$ cat src/rtl/fila_pkg.sv
// -----------------------------------------------------------------------------
// fila_pkg
// Shared definitions for the queue front-end controller (fila_ctrl) and its
// button debouncer (debounce_pulse).
//   DATA_W     : width of the write data path to the queue
//   DEPTH      : default queue capacity used for the full check
//   LEN_W      : width of the queue length fed back from the queue
//   ERR_FULL   : err_out bit index for "push attempted while full"
//   ERR_EMPTY  : err_out bit index for "pop attempted while empty"
//   btn_state_t: per-button debounce FSM states
// -----------------------------------------------------------------------------
package fila_pkg;

    localparam int DATA_W = 8;
    localparam int DEPTH  = 8;
    localparam int LEN_W  = 8;

    localparam int ERR_FULL  = 0;
    localparam int ERR_EMPTY = 1;

    typedef enum logic [2:0] {
        IDLE,
        PRESS_DB,
        FIRE,
        HELD,
        REL_DB
    } btn_state_t;

endpackage

$ cat src/rtl/fila_ctrl_debounce_pulse.sv
// -----------------------------------------------------------------------------
// debounce_pulse
// Turns one raw, bouncy, asynchronous push-button into a clean single-cycle
// fire pulse. The button goes through a 2-FF synchroniser, then a debounce FSM
// that requires DEBOUNCE_CYCLES+1 consecutive equal samples to accept a press
// or a release.
//
// Optional build macro FILA_CTRL_REPEAT_EN: while the button stays in HELD,
// a repeat counter re-enters FIRE every REPEAT_CYCLES cycles. Without the
// macro there is exactly one pulse per press and no repeat counter.
//
// Ports:
//   clk_10KHz : clock
//   reset     : asynchronous, active-high reset
//   btn       : raw button input (asynchronous, bouncy)
//   fire      : registered one-cycle pulse, high while the FSM is in FIRE
// -----------------------------------------------------------------------------
module debounce_pulse
    import fila_pkg::*;
#(
    parameter int DEBOUNCE_CYCLES = 100,
    parameter int REPEAT_CYCLES   = 5000
) (
    input  logic clk_10KHz,
    input  logic reset,
    input  logic btn,
    output logic fire
);

    localparam int CNT_W = $clog2(DEBOUNCE_CYCLES + 1);
    localparam logic [CNT_W-1:0] CNT_MAX = CNT_W'(DEBOUNCE_CYCLES);

    if (DEBOUNCE_CYCLES < 1 || REPEAT_CYCLES < 2) begin : g_bad_params
        $error("debounce_pulse: need DEBOUNCE_CYCLES >= 1 and REPEAT_CYCLES >= 2");
    end

    logic             sync_a;
    logic             sync_b;
    btn_state_t       state;
    logic [CNT_W-1:0] count;

`ifdef FILA_CTRL_REPEAT_EN
    localparam int RPT_W = $clog2(REPEAT_CYCLES + 1);
    localparam logic [RPT_W-1:0] RPT_MAX = RPT_W'(REPEAT_CYCLES - 1);

    // Counts cycles since the last FIRE (FIRE itself counts as cycle 0), so
    // consecutive pulses are exactly REPEAT_CYCLES apart.
    logic [RPT_W-1:0] rpt_count;
`endif

    always_ff @(posedge clk_10KHz or posedge reset) begin
        if (reset) begin
            sync_a    <= 1'b0;
            sync_b    <= 1'b0;
            state     <= IDLE;
            count     <= '0;
            fire      <= 1'b0;
`ifdef FILA_CTRL_REPEAT_EN
            rpt_count <= '0;
`endif
        end else begin
            sync_a <= btn;
            sync_b <= sync_a;
            fire   <= 1'b0;

            case (state)
                IDLE: begin
                    if (sync_b) begin
                        state <= PRESS_DB;
                        count <= CNT_W'(1);
                    end
                end

                // The press is accepted on the sample after the counter has
                // reached DEBOUNCE_CYCLES, i.e. DEBOUNCE_CYCLES+1 high samples.
                PRESS_DB: begin
                    if (!sync_b) begin
                        state <= IDLE;
                        count <= '0;
                    end else if (count == CNT_MAX) begin
                        state <= FIRE;
                        fire  <= 1'b1;
                        count <= '0;
                    end else begin
                        count <= count + CNT_W'(1);
                    end
                end

                FIRE: begin
                    state     <= HELD;
`ifdef FILA_CTRL_REPEAT_EN
                    rpt_count <= RPT_W'(1);
`endif
                end

                HELD: begin
                    if (!sync_b) begin
                        state     <= REL_DB;
                        count     <= CNT_W'(1);
`ifdef FILA_CTRL_REPEAT_EN
                        rpt_count <= '0;
                    end else if (rpt_count == RPT_MAX) begin
                        state     <= FIRE;
                        fire      <= 1'b1;
                        rpt_count <= '0;
                    end else begin
                        rpt_count <= rpt_count + RPT_W'(1);
`endif
                    end
                end

                // Mirror of PRESS_DB: DEBOUNCE_CYCLES+1 low samples release.
                REL_DB: begin
                    if (sync_b) begin
                        state <= HELD;
                        count <= '0;
                    end else if (count == CNT_MAX) begin
                        state <= IDLE;
                        count <= '0;
                    end else begin
                        count <= count + CNT_W'(1);
                    end
                end

                default: begin
                    state <= IDLE;
                    count <= '0;
                end
            endcase
        end
    end

endmodule

$ cat src/rtl/fila_ctrl.sv
// -----------------------------------------------------------------------------
// fila_ctrl
// Front-end controller for the 8-entry queue. Debounces the enqueue and
// dequeue buttons, turns each accepted press into one single-cycle command,
// and gates commands against the queue length fed back from the queue.
// Illegal attempts (push while full, pop while empty) pulse an error bit
// instead of issuing a command.
//
// Optional build macro FILA_CTRL_REPEAT_EN enables auto-repeat while a
// button is held (one command per REPEAT_CYCLES cycles).
//
// Ports:
//   clk_10KHz   : clock
//   reset       : asynchronous, active-high reset
//   btn_enq     : raw enqueue button
//   btn_deq     : raw dequeue button
//   sw_data     : raw data switches
//   len_in      : current queue length (unsigned)
//   enqueue_out : one-cycle enqueue command
//   dequeue_out : one-cycle dequeue command
//   data_out    : write data, valid with enqueue_out, held otherwise
//   full_out    : len_in >= DEPTH (combinational)
//   empty_out   : len_in == 0 (combinational)
//   err_out     : [ERR_FULL] push while full, [ERR_EMPTY] pop while empty
// -----------------------------------------------------------------------------
module fila_ctrl #(
    parameter int DEBOUNCE_CYCLES = 100,
    parameter int DEPTH           = fila_pkg::DEPTH,
    parameter int REPEAT_CYCLES   = 5000
) (
    input  logic                        clk_10KHz,
    input  logic                        reset,
    input  logic                        btn_enq,
    input  logic                        btn_deq,
    input  logic [fila_pkg::DATA_W-1:0] sw_data,
    input  logic [fila_pkg::LEN_W-1:0]  len_in,
    output logic                        enqueue_out,
    output logic                        dequeue_out,
    output logic [fila_pkg::DATA_W-1:0] data_out,
    output logic                        full_out,
    output logic                        empty_out,
    output logic [1:0]                  err_out
);

    import fila_pkg::*;

    localparam logic [LEN_W-1:0] DEPTH_LEN = LEN_W'(DEPTH);

    logic              req_enq;
    logic              req_deq;
    logic              pending;
    logic              deq_any;
    logic [DATA_W-1:0] sw_reg;

    debounce_pulse #(
        .DEBOUNCE_CYCLES(DEBOUNCE_CYCLES),
        .REPEAT_CYCLES  (REPEAT_CYCLES)
    ) u_db_enq (
        .clk_10KHz(clk_10KHz),
        .reset    (reset),
        .btn      (btn_enq),
        .fire     (req_enq)
    );

    debounce_pulse #(
        .DEBOUNCE_CYCLES(DEBOUNCE_CYCLES),
        .REPEAT_CYCLES  (REPEAT_CYCLES)
    ) u_db_deq (
        .clk_10KHz(clk_10KHz),
        .reset    (reset),
        .btn      (btn_deq),
        .fire     (req_deq)
    );

    // len_in above DEPTH still counts as full.
    assign full_out  = (len_in >= DEPTH_LEN);
    assign empty_out = (len_in == '0);

    // A dequeue that lost arbitration last cycle is retried now.
    assign deq_any = req_deq | pending;

    // Issue stage: enqueue has priority; a colliding dequeue is parked in
    // 'pending' and re-checked against len_in on the following cycle, so the
    // two commands can never be high together.
    always_ff @(posedge clk_10KHz or posedge reset) begin
        if (reset) begin
            sw_reg      <= '0;
            data_out    <= '0;
            enqueue_out <= 1'b0;
            dequeue_out <= 1'b0;
            err_out     <= '0;
            pending     <= 1'b0;
        end else begin
            sw_reg      <= sw_data;
            enqueue_out <= 1'b0;
            dequeue_out <= 1'b0;
            err_out     <= '0;

            if (req_enq) begin
                pending <= deq_any;
                if (!full_out) begin
                    enqueue_out <= 1'b1;
                    data_out    <= sw_reg;
                end else begin
                    err_out[ERR_FULL] <= 1'b1;
                end
            end else begin
                pending <= 1'b0;
                if (deq_any) begin
                    if (!empty_out) begin
                        dequeue_out <= 1'b1;
                    end else begin
                        err_out[ERR_EMPTY] <= 1'b1;
                    end
                end
            end
        end
    end

endmodule
$ cat config.mk
export PLATFORM = sky130hd
export DESIGN_NAME = fila_ctrl
export DESIGN_NICKNAME = d
export VERILOG_FILES = /design/src/rtl/fila_pkg.sv /design/src/rtl/fila_ctrl_debounce_pulse.sv /design/src/rtl/fila_ctrl.sv
export SDC_FILE = /design/constraint.sdc
export NUM_CORES = 1
export LEC_CHECK = 0
export ABC_AREA = 1
export CAP_MARGIN = 5
export CORE_UTILIZATION = 53
export CTS_CLUSTER_DIAMETER = 40
export DETAILED_ROUTE_END_ITERATION = 10
export GPL_TIMING_DRIVEN = 0
export PLACE_DENSITY = 0.82
export REMOVE_ABC_BUFFERS = 1
export SLEW_MARGIN = 20
export SYNTH_ARGS = -nofsm -noshare
export SYNTH_HDL_FRONTEND = slang
export SYNTH_SLANG_ARGS = --single-unit
$ cat constraint.sdc
create_clock -name clk_10KHz -period 1.8 [get_ports clk_10KHz]
set_clock_uncertainty 0.2 [all_clocks]
set_input_delay 0.36 -clock clk_10KHz [delete_from_list [all_inputs] [get_ports clk_10KHz]]
set_output_delay 0.36 -clock clk_10KHz [all_outputs]
set_load 0.03 [all_outputs]
==> run_results.csv, run 1 <==
group,metric,value,unit
timing,finalCritPeriodShare,96.4,%
timing,final-hold-violation-count,0,
global_route,grt_overflow_total,0,
power_and_ir_drop,p_seq_share,42.0,%
setup_path,cp-start-kind,"input pin",
cells_and_area,fin_nets,343,
cells_and_area,area_delta_synth_final,24.2,%
routing,dr.pass1.iters,4,
clock_network,insertion_delay,300,ps
place,io_buffers,33,
power_and_ir_drop,vdd_ir_drop_max,0.682,mV
timing,relSlewSlack,77.0,%
clock_network,clk_path_buf_depth,2,
place,dp.final_hpwl,3200,um
yosys,netlist_instances,279,
clock_network,clkSinkCount,47,
power_and_ir_drop,p_leak,0.00149,uW
routing,vias,1899,
cells_and_area,fin_area,2810,um2
floorplanning,die_h,67.4,um
timing,fmax,0.576,GHz
setup_path,crit_type,"in2out",
floorplanning,ios,34,
power_and_ir_drop,combPwrFrac,29.5,%
global_route,grt_first_pass_wirelength,7770,um
floorplanning,initial_core_util,55.8,%
routing,wl_per_cell,12.2,um
cells_and_area,register_area,1180,um2
clock_network,cts_tree,"yes",
global_route,antenna_found_initial,0,
global_route,grt_max_degree,37,
yosys,synth_seq_cells,47,
clock_network,ctsHoldBuffers,0,
power_and_ir_drop,switching_power,1140,uW
yosys,synthTopCellsByArea,"dfrtp_1, nand2_1, nand3_1, nor2_1, inv_1",
power_and_ir_drop,power.share.switching,35.6,%
yosys,yosysTopAreaCell,"dfrtp_1",
power_and_ir_drop,pwr-share-clk,28.5,%
floorplanning,core,4060,um2
routing,drcViolationCount,0,
cells_and_area,drive_gt1_share,14.1,%
yosys,syn_area_per_cell,8.11,um2
place,gp_congestion,0.838,
setup_path,crit_required,1240,ps
yosys,ys_warn_count,0,
global_route,grt_usage,23.2,%
cells_and_area,multi_input_area,952,um2
yosys,synth.top_cell.area_share,52.0,%
floorplanning,dieArea,4540,um2
clock_network,cts_root_buf,"clkbuf_8",
power_and_ir_drop,power_density,1140,nW/um2
hold_path,hp-class,"in2async",
power_and_ir_drop,p_int,2060,uW
status,run_status,"complete, no violations",
run,cap_violations,0,
timing,slew_violations,0,
timing,setup_viol,0,
routing,totalWireLength,4520,um
place,post_dp_cell_area,2660,um2
yosys,synth_seq_area_share,52.0,%
routing,antenna_left,0,
global_route,grt_pass1_vias,1784,
routing,drt-initial-drc-count,143,
routing,detail_route.vias_per_cell,5.13,
clock_network,cts_htree_levels,2,
cells_and_area,diodes,0,
clock_network,clk_pin_slew,80,ps
cells_and_area,num-fill-cells,310,
clock_network,cts_made_buffers,5,
yosys,netlist_area,2260,um2
floorplanning,num_rows,23,
setup_path,worstPathMaxFanout,3,
yosys,synth_cell_types,22,
setup_path,arrival,1180,ps
floorplanning,die_width,67.4,um
timing,tightest_slew,345,ps
cells_and_area,fin_util,69.3,%
setup_path,crit_path_end_kind,"output pin",
timing,period_needed,1740,ps
area by class of cell:
class                      count  share of cell area [%]
sequential                    47                    41.9
timing repair buffer          36                    12.6
clock buffer                   5                    2.45
multi-input combinational    195                    33.9
tap                           50                    2.23
inverter                      34                    4.54
clock inverter                 3                    2.40
Yosys cell counts:
library cell and n:
nand2_4 3, o21ai_2 1, o21bai_1 1, dfrtp_1 47
clkinv_1 1, nor2_4 1, ha_1 4, nor3_2 2
o21ai_0 5, nor3_1 3, nor2_2 4, buf_2 3
inv_1 25, nor2_1 31, nand2_2 8, nand4_2 1
inv_2 8, nand2_1 86, xor2_1 2, o21ai_1 5
nand3_1 27, nand4_1 11
path summary, 6_finish.rpt:
check	startpoint	slack, ps	end	depth (start not counted)
max	len_in[6]	60	empty_out	7
min	reset	110	u_db_enq.state[2]$_DFFE_PP0P_	2
max reg2reg	u_db_deq.count[0]$_DFFE_PP0P_	170	u_db_deq.state[0]$_DFFE_PP0P_	9
min reg2reg	u_db_deq.sync_a$_DFF_PP0_	160	u_db_deq.sync_b$_DFF_PP0_	0
max in group asynchronous	reset	820	u_db_deq.sync_a$_DFF_PP0_	3
min in group clk_10KHz	u_db_deq.sync_a$_DFF_PP0_	160	u_db_deq.sync_b$_DFF_PP0_	0
critical path, stage by stage:
cell	delay, ps
dlygate4sd2_1	230
nor2_1	90
nand2_1	70
nor2_2	130
nand2_1	100
inv_2	70
buf_6	120
kinds of logic after synthesis:
| family | share of synthesized area, % |
|---|---|
| AO/OA/AOI/OAI | 2.93 |
| XOR/XNOR | 0.774 |
| adder cells (fa/ha/maj) | 2.21 |
| buffers and inverters | 6.30 |
| flip-flops | 52.0 |
| AND/OR/NAND/NOR | 35.8 |
stage by stage:
stage | total power, uW | setup slack (ps) | hold WS, ps | setup TNS, ps | instances
final | 3200 | 64.3 | 111 | 0 | 370
after global routing | 3430 | -1.53 | 123 | -1.53 | 370
after CTS | 3220 | 1.70 | 109 | 0 | 369
after detailed placement | 2280 | -709 | 140 | -2580 | 360
after global placement | 2240 | -752 | 132 | -37430 | 359
after floorplan | 2060 | 124 | 131 | 0 | 276
routing by layer:
layer / GRT usage, % / share of wire (%) / vias to the layer above
met2: 40.8 / 51 / 54
met4: 10.1 / 2.8 / 0
li1: - / - / 961
met1: 26.7 / 42 / 873
met3: 5.24 / 4.8 / 11
met5: 0 / 0 / -
placed cells by master, fill, tap and decap left out, types with 4 or more instances in the layout:
cell type,count
nand4_1,11
nor2_2,5
inv_2,10
o21ai_0,5
nand3_1,27
clkbuf_8,5
nor2_1,30
clkdlybuf4s50_1,12
o21ai_1,5
dlygate4sd2_1,16
nand2_2,8
inv_1,23
dfrtp_1,47
nand2_1,86
ha_1,4
timing repair:
item	in CTS	in global routing
endpoints found under the setup margin	14	1
setup buffers	1	1
gates resized for setup	33	3
pin swaps	6	3
power by group through the flow:
stage / Combinational [uW] / Sequential, uW / Clock (uW)
5_1_grt: 1090 / 1360 / 982
3_3_place_gp: 889 / 1350 / 0
4_1_cts: 944 / 1340 / 935
6_report: 941 / 1340 / 910
3_5_place_dp: 923 / 1360 / 0
2_1_floorplan: 734 / 1320 / 0
(Power assumes the default switching activity.)
==> run 2, diff against run 1 <==
Settings changed: CTS_CLUSTER_DIAMETER 40 to not set.
==> results of run 2 <==
No change in the layout: final DEF, timing and power equal those of run 1.
==> run 3, diff against run 2 <==
Settings changed: ABC_AREA 1 to not set, PLACE_DENSITY 0.82 to 0.83.
==> run 3 against run 2 <==
Against the previous run:
- the run now ends with negative setup slack left
- routed wire length grew 1.9%
- combinational power is 74% lower
- sequential cell count stayed put
- highest routed layer unchanged
==> run_results.csv, run 3 <==
group,metric,value,unit
yosys,synth-edff-count,0,
yosys,synth_most_common_cell,"dfrtp_1",
clock_network,cts_tree,"yes",
power_and_ir_drop,p_leak,0.00138,uW
clock_network,cts_made_buffers,5,
timing,finalCritPeriodShare,107,%
status,run_status,"complete, but fails checks",
timing,setup_slack,-131,ps
cells_and_area,drive_gt1_share,28.1,%
yosys,synth_seq_area_share,55.3,%
yosys,netlist_instances,186,
clock_network,cts_htree_levels,2,
global_route,grt_pass1_vias,1736,
cells_and_area,stdcell_count,283,
timing,relSlewSlack,71.4,%
setup_path,ff2ff_setup_slack,-130,ps
global_route,grt_first_pass_wirelength,7660,um
yosys,async_flop_share,100,%
clock_network,clk_pin_slew,80,ps
routing,antenna_left,0,
global_route,antenna_found_initial,0,
setup_path,crit_path_end_kind,"flop",
clock_network,insertion_delay,290,ps
timing,tns,-150,ps
routing,vias,1658,
setup_path,cp-start-kind,"flop",
cells_and_area,diodes,0,
timing,setup_viol,2,
yosys,netlist_area,2130,um2
hold_path,hp-class,"reg2reg",
floorplanning,dieArea,4270,um2
cells_and_area,fin_nets,258,
place,io_buffers,33,
routing,totalWireLength,4610,um
place,dp.cells,262,
hold_path,holdPathStages,0,
timing,rsz0062_at_grt,"yes",
routing,drt-initial-drc-count,80,
cells_and_area,final_cell_mix,"dfrtp_1, dlygate4sd2_1, buf_4, nor2_1, clkdlybuf4s50_1",
clock_network,clkSinkCount,47,
yosys,synth_flop_cell,"dfrtp_1",
floorplanning,die_width,65.4,um
yosys,synth_cell_types,48,
setup_path,crit_type,"reg2reg",
clock_network,cts_root_buf,"clkbuf_8",
yosys,syn_area_per_cell,11.4,um2
place,gp_congestion,0.848,
global_route,grt_overflow_total,0,
cells_and_area,final_common_cell,"dfrtp_1",
yosys,synthTopCellsByArea,"dfrtp_1, mux2_2, nor2_1, ha_1, and3_1",
cells_and_area,num-fill-cells,243,
run,cap_violations,0,
floorplanning,ios,34,
floorplanning,num_rows,22,
floorplanning,initial_core_util,56.8,%
yosys,ys_top_cells_by_count,"dfrtp_1, nor2_1, nand2_1",
clock_network,clk_path_buf_depth,2,
yosys,yosysTopAreaCell,"dfrtp_1",
power_and_ir_drop,vdd_ir_drop_max,0.555,mV
timing,fmax,0.518,GHz
place,dp.final_hpwl,2900,um
timing,tightest_slew,428,ps
timing,period_needed,1930,ps
yosys,synth.top_cell.area_share,55.3,%
yosys,synth_seq_cells,47,
timing,final-hold-violation-count,0,
routing,dr.pass1.iters,4,
routing,drcViolationCount,0,
setup_path,worstPathMaxFanout,2,
timing,slew_violations,0,
global_route,grt_usage,23.9,%
routing,detail_route.vias_per_cell,5.86,
setup_path,rr_worst_depth,6,
floorplanning,die_h,65.4,um
setup_path,crit_required,1790,ps
global_route,grt_max_degree,31,
status,violations,"negative setup slack",
cells_and_area,area_delta_synth_final,31.5,%
floorplanning,core,3740,um2
power_and_ir_drop,power_density,766,nW/um2
routing,wl_per_cell,16.3,um
yosys,ys_warn_count,0,
setup_path,arrival,1930,ps
run 3: changes by cell type after synthesis, moves of 11 or more:
cell / delta
nand4_1: -11
nand2_1: -76
nor2_1: -15
inv_1: -17
nand3_1: -23
run 3: timing repair:
action / 4_1_cts / 5_1_grt
cloned: 0 / 0
buffers inserted: 10 / 3
gates resized for setup: 41 / 20
hold buffers: 0 / 0
pin swaps: 6 / 7
endpoints found under the setup margin: 28 / 17
run 3: metal layers:
| metal | GRT usage [%] | part of all wire [%] | vias up |
|---|---|---|---|
| li1 | - | - | 764 |
| met1 | 27.7 | 42 | 837 |
| met2 | 41.4 | 52 | 45 |
| met3 | 5.03 | 3.8 | 12 |
| met4 | 12.0 | 2.3 | 0 |
| met5 | 0 | 0 | - |
run 3: area by class of cell:
cell class / count / area, um2 / share of cell area, %
Clock buffer: 5 / 68.8 / 2.46
Clock inverter: 3 / 47.5 / 1.70
Inverter: 8 / 30.0 / 1.07
Multi-Input combinational cell: 125 / 985 / 35.2
Sequential cell: 47 / 1180 / 42.2
Tap cell: 48 / 60.1 / 2.15
Timing Repair Buffer: 47 / 425 / 15.2
run 3: final timing paths:
path,start,to
worst min-delay path,u_db_deq.sync_a$_DFF_PP0_,u_db_deq.sync_b$_DFF_PP0_
max in group asynchronous,reset,u_db_enq.sync_b$_DFF_PP0_
min in group asynchronous,reset,data_out[5]$_DFFE_PP0P_
worst max-delay path,u_db_enq.count[0]$_DFFE_PP0P_,u_db_enq.count[0]$_DFFE_PP0P_
worst min register to register,u_db_deq.sync_a$_DFF_PP0_,u_db_deq.sync_b$_DFF_PP0_
worst max register to register,u_db_enq.count[0]$_DFFE_PP0P_,u_db_enq.count[0]$_DFFE_PP0P_
run 3: kinds of logic (layout without fill, tap and decap cells):
| group | Yosys count | after routing | synth area share (%) |
|---|---|---|---|
| flops | 47 | 47 | 55.3 |
| simple gates | 69 | 69 | 19.8 |
| xor+xnor | 3 | 3 | 1.24 |
| compound gates | 41 | 41 | 14.1 |
| mux | 8 | 8 | 4.24 |
| fa+ha+maj | 4 | 4 | 2.35 |
| buf+inv | 14 | 63 | 3.00 |
run 3: critical path: stages (launching register included):
cell and delay (ps):
dfrtp_2 390, inv_2 40, ha_2 170, and4_4 180, and2_4 150, or4b_4 500, o32ai_2 210
run 3: power by group:
part	internal, uW	switching [uW]	leakage (uW)
Combinational	124	121	0.000705
Sequential	1090	34.7	0.000612
Clock	421	353	0.0000587
Total	1630	508	0.00138
run 3: through the flow:
step	power, uW	setup WS (ps)	hold slack (ps)	area, um2	utilization, %
floorplan	1240	-272	131	2090	-
global placement	1310	-846	133	2480	66.3
detailed placement	1330	-869	136	2500	66.9
CTS	2130	-119	157	2720	72.6
global route	2240	-187	177	2800	74.7
finish	2140	-131	154	2800	74.7
